**src/rtl/cpu_sequencer.sv**
```systemverilog
// Fetch/decode/execute sequencer for the 8-bit CPU core: ROM fetch, decoder handshake, write strobes, PC.
// Optional retire counter output enabled by defining SEQ_RETIRE_CNT_EN.
module cpu_sequencer #(
  parameter int PC_W     = 8,
  parameter int RESET_PC = 0
) (
  input  logic            clk,
  input  logic            rst_n,
  input  logic            hold,
  output logic            rom_req,
  output logic [PC_W-1:0] rom_addr,
  input  logic            rom_ack,
  input  logic [7:0]      rom_data,
  output logic [7:0]      opcode_q,
  output logic [7:0]      operand_q,
  input  logic            alu_operation,
  input  logic            alu_multibyte_result,
  input  logic            jump_operation,
  input  logic            jump_condition,
  input  logic            mov_operation,
  input  logic            destination_w,
  input  logic            destination_flags,
  input  logic            destination_memory,
  input  logic            destination_registers,
  input  logic            destination_ports,
  input  logic            ram_operand,
  input  logic            duplicate_w,
  output logic            ram_rd,
  output logic            w_we,
  output logic            flags_we,
  output logic            mem_we,
  output logic            reg_we,
  output logic            port_we,
  output logic            mb_hi,
  output logic [PC_W-1:0] pc,
  output logic            busy
`ifdef SEQ_RETIRE_CNT_EN
  ,
  output logic [15:0]     retire_cnt
`endif
);

  typedef enum logic [2:0] {
    ST_FETCH_OP  = 3'd0,
    ST_FETCH_ARG = 3'd1,
    ST_DECODE    = 3'd2,
    ST_MEM_RD    = 3'd3,
    ST_EXEC      = 3'd4,
    ST_EXEC_HI   = 3'd5,
    ST_DISPATCH  = 3'd6
  } state_t;

  localparam logic [PC_W-1:0] PC_ONE = {{(PC_W-1){1'b0}}, 1'b1};

  state_t state_r;
  state_t next_s;
  state_t cur_s;
  logic   fetch_s;
  logic   taken_s;
  logic   unused_inputs;

  // alu_operation only selects the datapath function; duplicate_w is realised by the decoder
  // asserting destination_w and destination_memory together.
  assign unused_inputs = alu_operation ^ duplicate_w;

  assign rom_addr = pc;
  assign fetch_s  = rom_req & rom_ack;
  assign taken_s  = (cur_s == ST_EXEC) & jump_operation & jump_condition;

  // The decoder output is only valid the cycle after DECODE, so the MEM_RD/EXEC choice is made here.
  always_comb begin
    if (state_r == ST_DISPATCH) begin
      cur_s = ram_operand ? ST_MEM_RD : ST_EXEC;
    end else begin
      cur_s = state_r;
    end
  end

  // State register, program counter and instruction byte latches.
  always_ff @(posedge clk or negedge rst_n) begin
    if (!rst_n) begin
      state_r   <= ST_FETCH_OP;
      pc        <= PC_W'(RESET_PC);
      opcode_q  <= 8'h00;
      operand_q <= 8'h00;
    end else begin
      state_r <= next_s;
      if (fetch_s) begin
        pc <= pc + PC_ONE;
      end else if (taken_s) begin
        pc <= PC_W'(operand_q);
      end
      if (fetch_s && (cur_s == ST_FETCH_OP)) begin
        opcode_q <= rom_data;
      end
      if (fetch_s && (cur_s == ST_FETCH_ARG)) begin
        operand_q <= rom_data;
      end
    end
  end

  // Next-state selection.
  always_comb begin
    next_s = cur_s;
    case (cur_s)
      ST_FETCH_OP: begin
        if (fetch_s) begin
          next_s = rom_data[7] ? ST_FETCH_ARG : ST_DECODE;
        end else begin
          next_s = ST_FETCH_OP;
        end
      end
      ST_FETCH_ARG: begin
        if (fetch_s) begin
          next_s = ST_DECODE;
        end else begin
          next_s = ST_FETCH_ARG;
        end
      end
      ST_DECODE:  next_s = ST_DISPATCH;
      ST_MEM_RD:  next_s = ST_EXEC;
      ST_EXEC: begin
        if (alu_multibyte_result) begin
          next_s = ST_EXEC_HI;
        end else begin
          next_s = ST_FETCH_OP;
        end
      end
      ST_EXEC_HI: next_s = ST_FETCH_OP;
      default:    next_s = ST_FETCH_OP;
    endcase
  end

  // Handshake and write strobes; a taken jump suppresses every strobe.
  always_comb begin
    rom_req  = 1'b0;
    ram_rd   = 1'b0;
    w_we     = 1'b0;
    flags_we = 1'b0;
    mem_we   = 1'b0;
    reg_we   = 1'b0;
    port_we  = 1'b0;
    mb_hi    = 1'b0;
    busy     = 1'b1;
    case (cur_s)
      ST_FETCH_OP: begin
        if (hold) begin
          busy = 1'b0;
        end else begin
          rom_req = rst_n;
        end
      end
      ST_FETCH_ARG: rom_req = rst_n;
      ST_MEM_RD:    ram_rd = 1'b1;
      ST_EXEC: begin
        if (!taken_s) begin
          w_we     = destination_w;
          flags_we = destination_flags;
          mem_we   = destination_memory & ~alu_multibyte_result;
          reg_we   = destination_registers & mov_operation;
          port_we  = destination_ports & mov_operation;
        end else begin
          w_we = 1'b0;
        end
      end
      ST_EXEC_HI: begin
        mem_we = 1'b1;
        mb_hi  = 1'b1;
      end
      default: busy = 1'b1;
    endcase
  end

`ifdef SEQ_RETIRE_CNT_EN
  // Counts instructions returning to FETCH_OP from an execute phase.
  always_ff @(posedge clk or negedge rst_n) begin
    if (!rst_n) begin
      retire_cnt <= 16'h0000;
    end else if ((next_s == ST_FETCH_OP) && ((cur_s == ST_EXEC) || (cur_s == ST_EXEC_HI))) begin
      retire_cnt <= retire_cnt + 16'h0001;
    end else begin
      retire_cnt <= retire_cnt;
    end
  end
`endif

endmodule
```
**config.mk**
```make
export PLATFORM = sky130hd
export DESIGN_NAME = cpu_sequencer
export DESIGN_NICKNAME = d
export VERILOG_FILES = /design/src/rtl/cpu_sequencer.sv
export SDC_FILE = /design/constraint.sdc
export NUM_CORES = 1
export LEC_CHECK = 0
export CAP_MARGIN = 20
export CORE_ASPECT_RATIO = 1.75
export CORE_MARGIN = 2
export CORE_UTILIZATION = 43
export CTS_BUF_LIST = sky130_fd_sc_hd__clkbuf_8
export CTS_CLUSTER_DIAMETER = 40
export DETAILED_ROUTE_END_ITERATION = 10
export GPL_TIMING_DRIVEN = 1
export HOLD_SLACK_MARGIN = 0.06
export PLACE_DENSITY = 0.94
export SLEW_MARGIN = 40
export SYNTH_ARGS = -nofsm -noshare
export SYNTH_HDL_FRONTEND = slang
export SYNTH_SLANG_ARGS = --single-unit
```
**constraint.sdc**
```tcl
create_clock -name clk -period 1.9 [get_ports clk]
set_input_delay 0.38 -clock clk [delete_from_list [all_inputs] [get_ports clk]]
set_output_delay 0.38 -clock clk [all_outputs]
set_load 0.1 [all_outputs]
```
==> flow_metrics.tcl, run 1 <==
set metrics [dict create \
    outcome "complete, but fails checks" \
    failed_checks "negative setup slack" \
    finalHoldViolCount 0 \
    yosysTopAreaCell "dfrtp_1" \
    grt_pass1_vias 1517 \
    ys_top_cells_by_area "dfrtp_1 46%, mux2_4 8.2%, mux2_2 6.2%, buf_4 4.6%, nand2_1 2.8%" \
    critical_path.top_delay_family "flip-flops" \
    multi_input_area_sq_um 717 \
    ant_nets 0 \
    yosysTopAreaCellShare_pct 46.4 \
    htree_levels 1 \
    maxCapViolCount 0 \
    ys_seq_area_share_pct 46.4 \
    place_congestion 0.882 \
    grt_max_degree 17 \
    syn_avg_cell_area_sq_um 11.2 \
    drive_gt1_share_pct 54.2 \
    cp_max_fo 5 \
    grt_overflow 0 \
    min_period_over_period_pct 104 \
    skew_ns 0.00465 \
    avgRoutedWirePerCell_um 18.6 \
    cts_num_sinks 27 \
    synth_cells 130 \
    slowest_stage "dfrtp_2" \
    hold_buffers 0 \
    numPortBuffers 62 \
    ys.warnings.count 0 \
    slew_viol_final 0 \
    ys_types 35 \
    hp-class "input pin to asynchronous set/reset pin" \
    syn-num-nets 155 \
    cp-start-kind "flop" \
    path_buf_inv 2 \
    grt_usage_pct 27.8 \
    synth_seq_cells 27 \
    synth-edff-count 0 \
    antenna_found_initial 0 \
    first_iter_violations 71 \
    arrival_ns 1.59 \
    cp.required_ns 1.52 \
    nets 242 \
    relSlewSlack_pct 77.0 \
    num_rows 28 \
    grt_pass1_wl_um 7720 \
    ios 65 \
    finalInstanceArea_sq_mm 0.00274 \
    dieArea_sq_mm 0.00389 \
    synth_top_flop_cell "dfrtp_1" \
    cts_tree "done" \
    netlist_area_sq_mm 0.00146 \
    synthTopCellsByCount "27 x dfrtp_1, 11 x nand2_1, 9 x buf_4" \
    cp_slowest_stage_delay_ns 0.46 \
    clockBufferDepth 2 \
    clockRootBuffer "clkbuf_8" \
    r2r_start "state_r[1]" \
    firstDrtPassIters 4 \
    vias_per_cell 5.45 \
    finalCriticalPeriod_ns 1.97 \
    critPathCaptureType "primary output" \
    fin_ws_ns -0.0673 \
    fmax_mhz 508 \
    wl_um 4860 \
    drc 0 \
    async_flop_share_pct 100 \
    n_antenna_cell 0 \
    syn_to_final_growth_pct 87.8 \
    vias 1422 \
    setup_tns_ns -0.307 \
    tightest_slew_ns 0.346 \
    regArea_sq_um 684 \
    dieWidth_um 48.0 \
    rsz0062_at_grt "true" \
    insertion_delay_ns 0.28 \
    fillers 161 \
    worstSetupPathType "flop to primary output" \
    synth.most_common_cell "dfrtp_1" \
    cp-startpoint "state_r[1]" \
    place_hpwl_um 3340 \
    crit_chain "nand2_1 -> nand2_2 -> a21oi_2 -> buf_6 -> and3_4 -> buf_12" \
    die_height_um 81.0 \
    clk_pin_slew_worst_paths_ns 0.10 \
    numCtsBuffers 3 \
    start_util_pct 43.8 \
    finalSetupViolCount 6 \
    coreArea_sq_mm 0.00333 \
    placed_cell_area_sq_mm 0.00254 \
    dpl_worst_slack_ns -0.200 \
]
cells in the final DEF (no fill, tap or decap), types with 2 or more instances in the layout:
cell,netlist,routed
o22ai_1,3,3
nand2b_1,2,2
mux2_4,8,8
and3_1,5,2
nand4_1,3,3
and2_2,0,2
a21oi_1,4,2
dfrtp_1,27,20
buf_12,0,35
buf_4,9,36
or3_1,2,2
nand2_1,11,10
a22oi_1,2,2
clkdlybuf4s50_1,0,19
mux2_2,8,8
o211ai_1,3,3
nor2_2,0,2
dlygate4sd2_1,0,2
inv_1,8,8
clkbuf_8,0,3
nor2_1,5,3
a21oi_2,0,2
buf_6,1,2
nand3_1,3,3
and3_4,0,2
dfrtp_2,0,7
mux2i_1,4,4
final cells by class:
class | count | share of cell area (%)
clock inverters | 1 | 0.274
inverters | 8 | 1.10
well taps | 45 | 2.06
repair buffers | 94 | 43.9
flip-flops and latches | 27 | 25.0
multi-input cells | 83 | 26.2
clock buffers | 3 | 1.51
metal layers:
layer	GRT usage [%]	part of all wire (%)
met3	2.44	3.7
met5	0	0
met2	46.9	56
met4	11.4	2.8
met1	34.5	37
metrics by stage:
stage | hold slack [ns] | util, % | cells
finish | 0.330 | 82.3 | 261
global route | 0.294 | 82.3 | 261
CTS | 0.303 | 81.5 | 262
detailed placement | 0.497 | 76.3 | 244
global placement | 0.501 | 76.3 | 244
floorplan | 0.0844 | - | 130
state kept, by name (all words and copies together) (netlist names):
| name | cells |
|---|---|
| opcode_q | 8 |
| operand_q | 8 |
| pc | 8 |
| state_r | 3 |
worst register-to-register path, cell delays in order, from the launching register on:
cell       delay [ns]
dfrtp_2          0.46
nand2_1          0.13
nand2_2          0.10
buf_4            0.14
buf_4            0.12
buf_4            0.13
buf_4            0.12
buf_4            0.12
buf_4            0.12
buf_4            0.12
buf_4            0.12
buf_4            0.12
o2bb2ai_2        0.10
timing repair:
item	4_1_cts	5_1_grt
cloned	0	0
endpoints found under the setup margin	7	10
buffers inserted	14	0
pin swaps	3	5
gates resized for setup	8	9
kinds of logic after synthesis:
kind of cell               synth area share [%]
muxes                                      17.2
DFF                                        46.4
and+or+nand+nor                            16.7
adders and majority gates                 0.858
buffers and inverters                      8.15
AOI/OAI and AO/OA                          10.8
worst paths after layout:
kind / end / slack (ns) / depth (start not counted)
max in group asynchronous: pc[2] / 1.32 / 2
hold reg to reg: opcode_q[6] / 0.53 / 1
setup / recovery: reg_we / -0.07 / 6
hold / removal: pc[5] / 0.33 / 2
min in group clk: opcode_q[6] / 0.53 / 1
setup reg to reg: state_r[0] / -0.07 / 12
Power of run 1 is left out: the tool's default activity adds up to more than one toggle a clock period on the data nets, which glitch-free logic cannot reach.
==> inputs of run 2 (changes only) <==
==> constraint.sdc (replaced) <==
create_clock -name clk -period 2.09 [get_ports clk]
set_input_delay 0.418 -clock clk [delete_from_list [all_inputs] [get_ports clk]]
set_output_delay 0.418 -clock clk [all_outputs]
set_load 0.1 [all_outputs]
==> run 2 against run 1 <==
  * The flow now finishes without violations
  * Cell count down 1.5%
  * Clock skew about the same
  * Sequential share of layout area grew 3.9 points
  * Count of clock-buffer cells in the layout did not move
  * First-iteration DRC count is 38% lower
  * Register-to-register slack better by 0.15 ns
  * Worst hold slack gained 0.19 ns
  * Wire length fell by 19%
  * Via count decreased by 6.0%
  * Die area stayed put
  * Global-route usage fell by 6.7 points
  * Utilization is 12 points lower
==> flow_metrics.tcl, run 2 (same netlist as run 1, synthesis figures left out) <==
set metrics [dict create \
    outcome "finished, final reports clean" \
    cp-start-kind "input pin" \
    arrival_ns 1.61 \
    finalInstanceArea_sq_mm 0.00235 \
    grt_usage_pct 21.1 \
    coreArea_sq_mm 0.00333 \
    first_iter_violations 44 \
    grt_max_degree 17 \
    instances_no_fill 257 \
    finalCriticalPeriod_ns 2.03 \
    worstSetupPathType "input pin to primary output" \
    place_hpwl_um 2850 \
    relSlewSlack_pct 79.7 \
    cp_max_fo 5 \
    vias 1337 \
    min_period_over_period_pct 97.0 \
    place_congestion 0.830 \
    final_common_cell "buf_4" \
    top_regs "opcode_q x8, operand_q x8, pc x8" \
    min_path_cells 1 \
    n_antenna_cell 0 \
    drc 0 \
    critPathCaptureType "primary output" \
    num_rows 28 \
    grt_overflow 0 \
    ant_nets 0 \
    skew_ns 0.00468 \
    numCtsBuffers 3 \
    start_util_pct 43.8 \
    path_buf_inv 3 \
    hp-class "flop to flop" \
    clk_pin_slew_worst_paths_ns 0.09 \
    die_height_um 81.0 \
    placed_cell_area_sq_mm 0.00220 \
    numPortBuffers 62 \
    finalHoldViolCount 0 \
    ios 65 \
    firstDrtPassIters 4 \
    wl_um 3930 \
    hold_buffers 0 \
    clockBufferDepth 2 \
    grt_pass1_vias 1279 \
    tightest_slew_ns 0.303 \
    htree_levels 1 \
    crit_chain "clkdlybuf4s50_1 -> a21oi_2 -> buf_4 -> a31o_2 -> buf_12" \
    antenna_found_initial 0 \
    r2r_cells 12 \
    vias_per_cell 5.20 \
    slew_viol_final 0 \
    dieWidth_um 48.0 \
    rsz0062_at_grt "false" \
    finalSetupViolCount 0 \
    cts_tree "done" \
    slowest_stage "clkdlybuf4s50_1" \
    cts_num_sinks 27 \
    critical_path.top_delay_family "buffers and inverters" \
    post-place-cells 241 \
    final_core_util_pct 70.6 \
    avgRoutedWirePerCell_um 15.3 \
    fmax_mhz 493 \
    drive_gt1_share_pct 48.6 \
    nets 238 \
    cp_slowest_stage_delay_ns 0.54 \
    maxCapViolCount 0 \
    dieArea_sq_mm 0.00389 \
    grt_pass1_wl_um 6030 \
    syn_to_final_growth_pct 61.1 \
    final_cell_mix "59 x buf_4, 25 x dfrtp_1, 20 x clkdlybuf4s50_1" \
    cp.required_ns 1.67 \
    insertion_delay_ns 0.27 \
    critical_path_depth 5 \
    clockRootBuffer "clkbuf_8" \
]
-- run 2: final cells by class --
type	count	area (sq um)
flip-flops and latches	27	678
well taps	45	56.3
clock buffers	3	41.3
fillers	234	980
repair buffers	90	852
multi-input cells	83	683
clock inverters	1	7.51
inverters	8	30.0
-- run 2: stage by stage --
step	setup WS [ns]	setup TNS (ns)	hold slack, ns
3_3_place_gp	-0.0299	-0.220	0.503
4_1_cts	0.0102	0	0.526
3_5_place_dp	-0.0491	-0.376	0.495
6_report	0.0631	0	0.521
5_1_grt	0.0263	0	0.539
2_1_floorplan	0.00470	0	0.122
-- run 2: what timing repair did --
item | CTS | global route
pin swaps | 0 | 0
setup endpoints to repair | 5 | 6
hold endpoints to repair | 0 | 0
gates cloned | 0 | 0
resized for setup | 4 | 1
buffers inserted | 9 | 3
-- run 2: worst paths after layout --
check                          startpoint           end  slack, ns
max                        jump_condition        mem_we       0.06
max in group asynchronous           rst_n  operand_q[2]       1.14
min                           opcode_q[6]   opcode_q[6]       0.52
min in group asynchronous           rst_n    state_r[0]       0.59
min reg2reg                   opcode_q[6]   opcode_q[6]       0.52
max reg2reg                    state_r[0]    state_r[0]       0.08
-- run 2: metal layers --
| metal | part of all wire (%) | GRT usage [%] | vias to the layer above |
|---|---|---|---|
| li1 | - | - | 620 |
| met1 | 38 | 26.4 | 645 |
| met2 | 55 | 35.7 | 62 |
| met3 | 5.4 | 2.00 | 10 |
| met4 | 2.0 | 7.57 | 0 |
| met5 | 0 | 0 | - |
Power of run 2 is left out for the same reason.
